--- src/rtl/sodor_mem_arbiter.sv ---
// Arbitrates the Sodor fetch (imem) and data (dmem) ports onto a single shared scratchpad port.
// One transaction is outstanding at a time; starvation guard and response timeout included.
module sodor_mem_arbiter #(
    parameter int unsigned STARVE_LIMIT = 4,
    parameter int unsigned TIMEOUT      = 64
) (
    input  logic        clock,
    input  logic        reset,

    input  logic        io_imem_req_valid,
    output logic        io_imem_req_ready,
    input  logic [31:0] io_imem_req_bits_addr,
    output logic        io_imem_resp_valid,
    output logic [31:0] io_imem_resp_bits_data,

    input  logic        io_dmem_req_valid,
    output logic        io_dmem_req_ready,
    input  logic [31:0] io_dmem_req_bits_addr,
    input  logic [31:0] io_dmem_req_bits_data,
    input  logic        io_dmem_req_bits_fcn,
    input  logic [2:0]  io_dmem_req_bits_typ,
    output logic        io_dmem_resp_valid,
    output logic [31:0] io_dmem_resp_bits_data,

    output logic        io_mem_req_valid,
    output logic [31:0] io_mem_req_bits_addr,
    output logic [31:0] io_mem_req_bits_data,
    output logic        io_mem_req_bits_fcn,
    output logic [2:0]  io_mem_req_bits_typ,
    input  logic        io_mem_resp_valid,
    input  logic [31:0] io_mem_resp_bits_data,

    output logic        io_timeout
);

    localparam logic [2:0] StarveMax = 3'(STARVE_LIMIT);
    localparam logic [6:0] WaitLast  = 7'(TIMEOUT - 1);

    typedef enum logic [1:0] {StIdle, StWaitI, StWaitD} state_e;

    state_e     state_q, state_d;
    logic [2:0] starve_q, starve_d;
    logic [6:0] wait_q, wait_d;
    logic       timeout_q, timeout_d;

    logic grant_imem, grant_dmem;
    logic in_wait, resp_hit, timeout_hit;

    // Arbitration: dmem normally wins unless imem has lost STARVE_LIMIT times in a row.
    always_comb begin
        grant_imem = 1'b0;
        grant_dmem = 1'b0;
        if (state_q == StIdle && !reset) begin
            if (io_dmem_req_valid && !(io_imem_req_valid && starve_q == StarveMax)) begin
                grant_dmem = 1'b1;
            end else if (io_imem_req_valid) begin
                grant_imem = 1'b1;
            end
        end
    end

    always_comb begin
        in_wait     = (state_q == StWaitI) || (state_q == StWaitD);
        resp_hit    = in_wait && io_mem_resp_valid;
        timeout_hit = in_wait && !io_mem_resp_valid && (wait_q == WaitLast);
    end

    // State register
    always_ff @(posedge clock) begin
        if (reset) begin
            state_q   <= StIdle;
            starve_q  <= 3'd0;
            wait_q    <= 7'd0;
            timeout_q <= 1'b0;
        end else begin
            state_q   <= state_d;
            starve_q  <= starve_d;
            wait_q    <= wait_d;
            timeout_q <= timeout_d;
        end
    end

    // Next-state and counter logic
    always_comb begin
        state_d   = state_q;
        starve_d  = starve_q;
        wait_d    = wait_q;
        timeout_d = timeout_q;
        unique case (state_q)
            StIdle: begin
                wait_d = 7'd0;
                if (grant_imem) begin
                    state_d  = StWaitI;
                    starve_d = 3'd0;
                end else if (grant_dmem) begin
                    state_d = StWaitD;
                    if (io_imem_req_valid && starve_q != 3'd7) begin
                        starve_d = starve_q + 3'd1;
                    end
                end
            end
            StWaitI, StWaitD: begin
                if (resp_hit) begin
                    state_d = StIdle;
                end else if (timeout_hit) begin
                    state_d   = StIdle;
                    timeout_d = 1'b1;
                end else begin
                    wait_d = wait_q + 7'd1;
                end
            end
            default: state_d = StIdle;
        endcase
    end

    // Outputs
    always_comb begin
        io_imem_req_ready = grant_imem;
        io_dmem_req_ready = grant_dmem;
        io_mem_req_valid  = grant_imem || grant_dmem;

        if (grant_imem) begin
            io_mem_req_bits_addr = io_imem_req_bits_addr;
            io_mem_req_bits_data = 32'h0;
            io_mem_req_bits_fcn  = 1'b0;
            io_mem_req_bits_typ  = 3'd3;
        end else begin
            io_mem_req_bits_addr = io_dmem_req_bits_addr;
            io_mem_req_bits_data = io_dmem_req_bits_data;
            io_mem_req_bits_fcn  = io_dmem_req_bits_fcn;
            io_mem_req_bits_typ  = io_dmem_req_bits_typ;
        end

        io_imem_resp_valid = !reset && (state_q == StWaitI) && (resp_hit || timeout_hit);
        io_dmem_resp_valid = !reset && (state_q == StWaitD) && (resp_hit || timeout_hit);

        // Owner sees zero data on a timeout abort; otherwise the scratchpad data passes through.
        io_imem_resp_bits_data = (timeout_hit && state_q == StWaitI) ? 32'h0
                                                                     : io_mem_resp_bits_data;
        io_dmem_resp_bits_data = (timeout_hit && state_q == StWaitD) ? 32'h0
                                                                     : io_mem_resp_bits_data;

        io_timeout = timeout_q && !reset;
    end

endmodule

--- config.mk ---
export PLATFORM = sky130hd
export DESIGN_NAME = sodor_mem_arbiter
export DESIGN_NICKNAME = d
export VERILOG_FILES = /design/src/rtl/sodor_mem_arbiter.sv
export SDC_FILE = /design/constraint.sdc
export NUM_CORES = 1
export LEC_CHECK = 0
export BUFFER_PORTS_ARGS = -buffer_cell sky130_fd_sc_hd__buf_2
export CAP_MARGIN = 20
export CORE_AREA = 2 2 105 107
export CTS_BUF_LIST = sky130_fd_sc_hd__clkbuf_8
export CTS_CLUSTER_DIAMETER = 60
export DETAILED_ROUTE_END_ITERATION = 10
export DIE_AREA = 0 0 107 109
export SETUP_SLACK_MARGIN = 0.4
export SYNTH_ARGS = -nofsm -noshare
export SYNTH_HDL_FRONTEND = slang
export SYNTH_SLANG_ARGS = --single-unit
export TNS_END_PERCENT = 10
--- constraint.sdc ---
create_clock -name clock -period 2 [get_ports clock]
set_input_delay 0.1 -clock clock [delete_from_list [all_inputs] [get_ports clock]]
set_output_delay 0.1 -clock clock [all_outputs]
set_load 0.01 [all_outputs]
==> impl_metrics.env, run 1 <==
export IMPL_status="complete, no violations"
export IMPL_syn_area_per_cell_sq_um=8.10
export IMPL_routed_wl_mm=9.97
export IMPL_viasPerCell=4.24
export IMPL_cp_end_kind="primary output"
export IMPL_wire_per_inst_microns=14.9
export IMPL_grt_pass1_wl_mm=12.7
export IMPL_worstPathRequired_ns=1.90
export IMPL_hp_class="in2reg"
export IMPL_place_port_buffers=274
export IMPL_place_congestion=0.801
export IMPL_rr_endpoint="starve_q[1]"
export IMPL_clk_pin_slew_ns=0.06
export IMPL_antenna_left=0
export IMPL_r2r_start="starve_q[1]"
export IMPL_grt_max_degree=19
export IMPL_overflow=0
export IMPL_max_freq_ghz=0.507
export IMPL_die_area_sq_um=11700
export IMPL_clock_sinks=13
export IMPL_rsz0062_at_grt="true"
export IMPL_yosysUniqueCellTypes=39
export IMPL_tns_ns=0
export IMPL_yosysWarnings=0
export IMPL_clk_path_buf_depth=2
export IMPL_hold_path_end="state_q[1]"
export IMPL_vdd_drop_max_v=0.000207
export IMPL_synth_fp_nets=384
export IMPL_antenna_found_initial=1
export IMPL_worstHoldPathCells=3
export IMPL_syn_cell_area_sq_um=1940
export IMPL_dp_hpwl_mm=7.12
export IMPL_synth_flop_cell="dfxtp_1"
export IMPL_initial_core_util_pct=18.3
export IMPL_clk_latency_ns=0.25
export IMPL_pin_count=275
export IMPL_nNetsFinal=673
export IMPL_rrSetupSlack_ns=0.25
export IMPL_crit_fanout=8
export IMPL_worstHoldStart="reset"
export IMPL_startpoint_type="register"
export IMPL_hold_slack_ns=0.248
export IMPL_final_max_slew_violation_count=0
export IMPL_worstSetupPathType="reg2out"
export IMPL_slew_limit_headroom_pct=58.5
export IMPL_cap_violations=0
export IMPL_cts_tree="yes"
export IMPL_die_h_microns=109
export IMPL_post_route_period_util_pct=98.6
export IMPL_area_growth_syn_to_layout_pct=116
export IMPL_ys_seq_area_share_pct=13.4
export IMPL_synth_cells=240
export IMPL_synthArstFlopShare_pct=0
export IMPL_synth_seq_cells=13
export IMPL_numCtsBuffers=3
export IMPL_cts_root_buf="clkbuf_8"
export IMPL_fp_row_count=38
export IMPL_firstDrtPassIters=4
export IMPL_die_x_microns=107
export IMPL_first_global_vias=2538
export IMPL_power_density_nw_per_um2=337
export IMPL_via_count=2834
export IMPL_grt_total_usage_pct=13.7
export IMPL_drtIter0Drc=108
export IMPL_core_area_sq_um=10600
export IMPL_worstMarginPinSlew_ns=0.622
export IMPL_period_minus_slack_ns=1.97
export IMPL_crit_arrival_ns=1.87
export IMPL_synth_edf_count=0
export IMPL_drc=0
export IMPL_cts_max_level=1
export IMPL_p_leak_uw=0.00217
export IMPL_finalHoldViolCount=0
export IMPL_finClkSkew_ns=0.00480
export IMPL_finalSetupViolCount=0
export IMPL_drive_above_1_share_pct=74.4
export IMPL_r2r_cells=8
final cells by class:
cell class	count	area (sq um)
flip-flops and latches	13	270
clock buffers	3	41.3
repair buffers	297	1870
inverters	6	22.5
diodes	1	2.50
well taps	140	175
clock inverters	1	5.00
multi-input cells	208	1820
fillers	1052	6390
cell families after synthesis:
kind of cell / share of synthesized area [%]
and+or+nand+nor: 46.5
xor gates and xnor gates: 0.451
DFF: 13.4
AOI/OAI and AO/OA: 7.47
buffers and inverters: 8.17
adders and majority gates: 4.50
muxes: 19.6
where the power goes:
group          internal (uW)  switching [uW]  total (uW)
clock                    138             102         240
combinational            497             405         902
sequential               269            8.51         278
metal layers:
| metal | wire (microns) | vias up | global-route usage, % |
|---|---|---|---|
| met5 | 0 | - | 0 |
| met4 | 77 | 0 | 3.34 |
| met3 | 764 | 4 | 1.37 |
| met2 | 5320 | 172 | 26.4 |
| met1 | 3800 | 1280 | 16.3 |
| li1 | - | 1378 | - |
repair_timing:
item                                    CTS  global route
gates resized for setup                  19            76
hold buffers                              0             0
cloned                                    6             6
endpoints found under the setup margin  145           147
pin swaps                                 8            14
buffers inserted                          9             1
critical path, cell delays in order (launching register included):
cell,delay (ns)
dfxtp_2,0.35
inv_2,0.05
ha_4,0.16
a21bo_4,0.22
nand2_4,0.07
nor2_4,0.04
buf_12,0.14
clkbuf_16,0.17
mux2_4,0.31
buf_6,0.12
placed cells by master, fill, tap and decap left out, drive strengths merged, types with 2 or more instances in the layout:
master  instances
a21oi           6
and2           67
buf           293
clkbuf          7
dfxtp          13
ha              7
inv             6
mux2           32
mux2i           2
nand2          12
nand2b          5
nand3           7
nor2            7
nor2b          36
nor3            5
o21ai           5
or2             2
per-stage QoR:
stage | cell area [sq um] | utilization, % | worst slack, ns | std cells | power (uW)
global route | 4210 | 39.7 | -0.0180 | 669 | 1510
detailed placement | 3400 | 32.0 | 0.140 | 642 | 969
finish | 4210 | 39.7 | 0.0289 | 669 | 1420
global placement | 3400 | 32.0 | 0.191 | 642 | 963
CTS | 3740 | 35.3 | 0.0300 | 661 | 1300
floorplan | 1940 | - | 0.404 | 240 | 639
registers in the layout, indices dropped and copies added (netlist names):
register and flops:
state_q 2, wait_q 7, starve_q 3, timeout_q 1
worst max-delay path by stage:
stage	start	cells past startpoint	slack (ns)	to
floorplan	starve_q[0]	7	0.40	io_mem_req_bits_typ[0]
global placement	starve_q[0]	8	0.19	io_mem_req_bits_addr[6]
detailed placement	starve_q[0]	8	0.14	io_mem_req_bits_addr[15]
CTS	starve_q[0]	9	0.03	io_mem_req_bits_addr[21]
global route	starve_q[1]	9	-0.02	io_mem_req_bits_addr[0]
finish	starve_q[1]	9	0.03	io_mem_req_bits_addr[0]
Yosys cell counts, types with 2 or more instances:
master | count | share of area [%]
a21oi_1 | 6 | 1.5
and2_1 | 67 | 22
buf_2 | 4 | 1.0
buf_6 | 9 | 5.2
clkbuf_1 | 2 | 0.39
dfxtp_1 | 13 | 13
ha_1 | 7 | 4.5
inv_1 | 6 | 1.2
mux2_2 | 32 | 19
mux2i_1 | 2 | 1.0
nand2_1 | 7 | 1.4
nand2_4 | 2 | 1.2
nand2b_1 | 4 | 1.3
nand3_1 | 7 | 1.8
nor2_1 | 6 | 1.2
nor2b_1 | 36 | 12
nor3_1 | 4 | 1.0
o21ai_0 | 4 | 1.0
or2_2 | 2 | 0.64
No activity file was read; power rests on OpenSTA's default activity.
==> run 2, diff against run 1 <==
==> constraint.sdc (replaced) <==
create_clock -name clock -period 2 [get_ports clock]
set_input_delay 0.2 -clock clock [delete_from_list [all_inputs] [get_ports clock]]
set_output_delay 0.2 -clock clock [all_outputs]
set_load 0.01 [all_outputs]
==> run 2 against run 1 <==
Against the previous run:
- the run now ends with setup timing left
- non-clock buffer count decreased by 8
- utilization grew 0.47 points
- cell count down 1.0%
- sequential share of layout area hardly changed
- hold slack better by 0.095 ns
- power grew 1.8%
- combinational power grew 2.8%
- wire length fell by 8.0%
- clock skew hardly changed
- largest power group unchanged
==> impl_metrics.env, run 2 (synthesis gave the netlist of run 1 again) <==
export IMPL_finalSetupViolCount=33
export IMPL_antenna_left=0
export IMPL_firstDrtPassIters=4
export IMPL_cts_root_buf="clkbuf_8"
export IMPL_via_count=2744
export IMPL_routed_wl_mm=9.17
export IMPL_slew_limit_headroom_pct=77.7
export IMPL_drc=0
export IMPL_grt_pass1_wl_mm=13.2
export IMPL_final_cell_mix="buf_2, and2_1, buf_6"
export IMPL_cts_tree="yes"
export IMPL_pin_count=275
export IMPL_fp_row_count=38
export IMPL_clk_pin_slew_ns=0.06
export IMPL_finClkSkew_ns=0.00440
export IMPL_clk_latency_ns=0.25
export IMPL_p_leak_uw=0.00218
export IMPL_antenna_found_initial=1
export IMPL_die_area_sq_um=11700
export IMPL_intPower_uw=933
export IMPL_worstPathRequired_ns=1.80
export IMPL_clock_sinks=13
export IMPL_post_route_util_pct=40.2
export IMPL_hold_slack_ns=0.343
export IMPL_crit_arrival_ns=1.87
export IMPL_reg_top3="wait_q x7, starve_q x3, state_q x2"
export IMPL_cap_violations=0
export IMPL_place_port_buffers=274
export IMPL_power_density_nw_per_um2=339
export IMPL_multiInputGateArea_sq_um=1870
export IMPL_setup_slack_ns=-0.0702
export IMPL_finalHoldViolCount=0
export IMPL_die_x_microns=107
export IMPL_grt_max_degree=26
export IMPL_first_global_vias=2652
export IMPL_top_register="wait_q"
export IMPL_final_max_slew_violation_count=0
export IMPL_crit_fanout=25
export IMPL_place_congestion=0.786
export IMPL_clkPwrFrac_pct=16.6
export IMPL_overflow=0
export IMPL_cp_end_kind="primary output"
export IMPL_p_sw_uw=512
export IMPL_startpoint_type="register"
export IMPL_post_route_period_util_pct=104
export IMPL_worstMarginPinSlew_ns=0.335
export IMPL_initial_core_util_pct=18.3
export IMPL_area_growth_syn_to_layout_pct=119
export IMPL_clk_path_buf_depth=2
export IMPL_die_h_microns=109
export IMPL_cts_max_level=1
export IMPL_wire_per_inst_microns=13.9
export IMPL_largest_reg_flops=7
export IMPL_rsz0062_at_grt="true"
export IMPL_n_fill_cell=1080
export IMPL_holdBufCountCts=0
export IMPL_switching_share_pct=35.5
export IMPL_max_freq_ghz=0.483
export IMPL_final_common_cell="buf_2"
export IMPL_combinationalPowerShare_pct=64.2
export IMPL_drive_above_1_share_pct=72.7
export IMPL_status="finished with violations"
export IMPL_viasPerCell=4.15
export IMPL_grt_total_usage_pct=13.8
export IMPL_dp_hpwl_mm=6.95
export IMPL_vdd_drop_max_v=0.000244
export IMPL_hp_class="in2reg"
export IMPL_nNetsFinal=666
export IMPL_period_minus_slack_ns=2.07
export IMPL_seqCellArea_sq_um=273
export IMPL_core_area_sq_um=10600
export IMPL_violations="setup timing"
export IMPL_numCtsBuffers=3
export IMPL_drtIter0Drc=102
export IMPL_seqPwrFrac_pct=19.2
export IMPL_worstSetupPathType="reg2out"
-- run 2: worst paths after layout --
kind	startpoint	to	slack (ns)	depth (start not counted)
max reg2reg	starve_q[0]	state_q[0]	0.45	8
min reg2reg	timeout_q	timeout_q	0.47	2
min	reset	wait_q[5]	0.34	3
max	starve_q[1]	io_mem_req_bits_addr[13]	-0.07	8
-- run 2: metal layers --
metal	up-vias	share of wire [%]	global-route usage, %
met3	6	5.3	1.61
li1	1369	-	-
met4	0	0.63	2.88
met1	1265	41	17.1
met2	104	53	25.9
met5	-	0	0
-- run 2: worst max-delay path, cell delays in order (launching register included) --
cell and delay [ns]:
dfxtp_2 0.33, inv_2 0.06, ha_4 0.13, a21bo_4 0.15, nand2_4 0.06, nor2_4 0.16, buf_12 0.24, mux2_4 0.34
buf_6 0.13
-- run 2: power groups by stage --
stage	Sequential (uW)	Combinational (uW)	Clock [uW]
final	278	927	239
after global routing	279	995	268
after CTS	277	919	247
after detailed placement	281	734	0
after global placement	280	724	0
after floorplan	279	399	0
-- run 2: metrics by stage --
step / TNS (ns) / instance area, sq um / total power (uW) / std cells / setup WS, ns
after floorplan: 0 / 2090 / 677 / 240 / 0.366
final: -1.46 / 4260 / 1440 / 662 / -0.0702
after detailed placement: 0 / 3560 / 1010 / 645 / 0.0902
after global placement: 0 / 3560 / 1000 / 645 / 0.133
after CTS: -1.80 / 4230 / 1440 / 661 / -0.0713
after global routing: -7.73 / 4260 / 1540 / 662 / -0.142
-- run 2: cell type report --
| class | instances | share of cell area (%) |
|---|---|---|
| inverters | 6 | 0.529 |
| well taps | 140 | 4.11 |
| multi-input cells | 209 | 44.0 |
| clock inverters | 1 | 0.118 |
| repair buffers | 289 | 43.8 |
| diodes | 1 | 0.0588 |
| clock buffers | 3 | 0.969 |
| flip-flops and latches | 13 | 6.40 |
-- run 2: what timing repair did --
item                                    4_1_cts  5_1_grt
endpoints found under the setup margin      144      146
gates cloned                                  6        0
pin swaps                                    49        5
buffers inserted                              6        0
endpoints found under the hold margin         0        0
gates resized for setup                      88        9
==> run 3, diff against run 2 <==
--- a/config.mk
+++ b/config.mk
@@ -12,6 +12,7 @@
 export CTS_CLUSTER_DIAMETER = 60
 export DETAILED_ROUTE_END_ITERATION = 10
 export DIE_AREA = 0 0 107 109
+export RECOVER_POWER = 100
 export SETUP_SLACK_MARGIN = 0.4
 export SYNTH_ARGS = -nofsm -noshare
 export SYNTH_HDL_FRONTEND = slang
==> run 3 against run 2 <==
Against the previous run:
- power shrank 1.4%
- maximum frequency barely moved
- largest power group unchanged
- global-route usage unchanged
- design area shrank 1.0%
- largest cell class unchanged
- first-iteration DRC count is 7.8% lower
- register-to-register slack worse by 0.31 ns
- clock power hardly changed
- the flow still finishes with violations (setup timing)
- critical path depth did not move
- clock-buffer cell count stayed put
- clock skew is essentially flat
==> impl_metrics.env, run 3 (synthesis gave the netlist of run 1 again) <==
export IMPL_crit_chain="inv_2 -> ha_4 -> a21bo_4 -> nand2_4 -> nor2_4 -> buf_12 -> mux2_4 -> buf_6"
export IMPL_final_max_slew_violation_count=0
export IMPL_rr_endpoint="wait_q[2]"
export IMPL_via_count=2729
export IMPL_crit_start="starve_q[1]"
export IMPL_cp_end_kind="primary output"
export IMPL_crit_arrival_ns=1.87
export IMPL_violations="setup timing"
export IMPL_hp_class="in2reg"
export IMPL_place_congestion=0.786
export IMPL_rrSetupSlack_ns=0.14
export IMPL_die_area_sq_um=11700
export IMPL_p_leak_uw=0.00212
export IMPL_grt_pass1_wl_mm=13.2
export IMPL_reg_top3="wait_q x7, starve_q x3, state_q x2"
export IMPL_die_h_microns=109
export IMPL_multiInputGateArea_sq_um=1860
export IMPL_first_global_vias=2652
export IMPL_wire_per_inst_microns=13.8
export IMPL_worstPathRequired_ns=1.80
export IMPL_startpoint_type="register"
export IMPL_clk_pin_slew_ns=0.06
export IMPL_antenna_found_initial=1
export IMPL_max_freq_ghz=0.483
export IMPL_finClkSkew_ns=0.00431
export IMPL_cts_root_buf="clkbuf_8"
export IMPL_core_area_sq_um=10600
export IMPL_r2r_start="state_q[1]"
export IMPL_cp_endpoint="io_mem_req_bits_addr[13]"
export IMPL_dp_hpwl_mm=6.95
export IMPL_finalSetupViolCount=76
export IMPL_largest_reg_flops=7
export IMPL_vdd_drop_max_v=0.000243
export IMPL_n_fill_cell=1090
export IMPL_cts_max_level=1
export IMPL_area_growth_syn_to_layout_pct=117
export IMPL_rsz0062_at_grt="true"
export IMPL_overflow=0
export IMPL_drc=0
export IMPL_cap_violations=0
export IMPL_post_route_period_util_pct=103
export IMPL_crit_fanout=25
export IMPL_status="finished with violations"
export IMPL_r2r_cells=8
export IMPL_finalHoldViolCount=0
export IMPL_clk_path_buf_depth=2
export IMPL_grt_total_usage_pct=13.8
export IMPL_clk_latency_ns=0.25
export IMPL_clock_sinks=13
export IMPL_setup_slack_ns=-0.0687
export IMPL_stdcell_count=662
export IMPL_worstSetupPathType="reg2out"
export IMPL_viasPerCell=4.12
export IMPL_worstMarginPinSlew_ns=0.451
export IMPL_max_stage_delay_ns=0.34
export IMPL_die_x_microns=107
export IMPL_fp_row_count=38
export IMPL_final_common_cell="buf_2"
export IMPL_final_cell_mix="buf_2, and2_1, buf_6"
export IMPL_initial_core_util_pct=18.3
export IMPL_power_uw=1430
export IMPL_routed_wl_mm=9.16
export IMPL_top_register="wait_q"
export IMPL_slowest_stage="mux2_4"
export IMPL_dp_cells=645
export IMPL_place_port_buffers=274
export IMPL_drtIter0Drc=94
export IMPL_pin_count=275
export IMPL_grt_max_degree=26
export IMPL_antenna_left=0
export IMPL_period_minus_slack_ns=2.07
export IMPL_power_density_nw_per_um2=338
export IMPL_seqCellArea_sq_um=272
export IMPL_firstDrtPassIters=4
export IMPL_worstHoldStart="reset"
export IMPL_slew_limit_headroom_pct=69.7
export IMPL_drive_above_1_share_pct=68.9
export IMPL_nNetsFinal=666
export IMPL_numCtsBuffers=3
export IMPL_cts_tree="yes"
## run 3: per-layer routing
metal,share of wire (%),vias up,track usage (%)
li1,-,1368,-
met1,41,1253,17.1
met2,53,102,25.9
met3,5.2,6,1.61
met4,0.63,0,2.88
met5,0,-,0
## run 3: power by group
part	switching, uW	leakage (uW)	internal [uW]	total, uW
registers	9.06	0.000109	268	277
clock network	101	0.0000255	138	239
logic	400	0.00198	509	909
total	510	0.00212	915	1430
## run 3: area by class of cell
class	instances	share of cell area, %
clock buffers	3	0.979
clock inverters	1	0.119
well taps	140	4.15
diodes	1	0.0593
repair buffers	289	43.5
multi-input cells	209	44.2
inverters	6	0.534
flip-flops and latches	13	6.44
## run 3: how the worst min path moves through the flow
| stage | end | slack, ns | cells past startpoint |
|---|---|---|---|
| 2_1_floorplan | state_q[1] | 0.42 | 3 |
| 6_report | wait_q[5] | 0.34 | 3 |
| 5_1_grt | wait_q[5] | 0.36 | 3 |
| 3_5_place_dp | wait_q[6] | 0.44 | 1 |
| 4_1_cts | wait_q[5] | 0.36 | 3 |
| 3_3_place_gp | wait_q[6] | 0.44 | 1 |
## run 3: critical path, delay by kind of cell, from the launching register on
family	cells	cell delay (ns)
buf+inv	3	0.43
mux	1	0.34
flops	1	0.33
simple gates	2	0.22
compound gates	1	0.15
fa+ha+maj	1	0.13
## run 3: timing repair
action	in CTS	in global routing
buffers inserted	6	0
setup endpoints to repair	144	146
pin swaps	49	5
gates cloned	6	0
hold buffers	0	0
hold endpoints to repair	0	0
resized for setup	88	9
## run 3: metrics by stage
step,TNS (ns),area (sq um),utilization [%],hold WS [ns],worst slack [ns]
after global placement,0,3560,33.6,0.442,0.133
after global routing,-10.20,4220,39.8,0.365,-0.142
after floorplan,0,2090,-,0.420,0.366
after detailed placement,0,3560,33.6,0.443,0.0902
after CTS,-1.80,4230,39.9,0.357,-0.0713
final,-1.89,4220,39.8,0.341,-0.0687
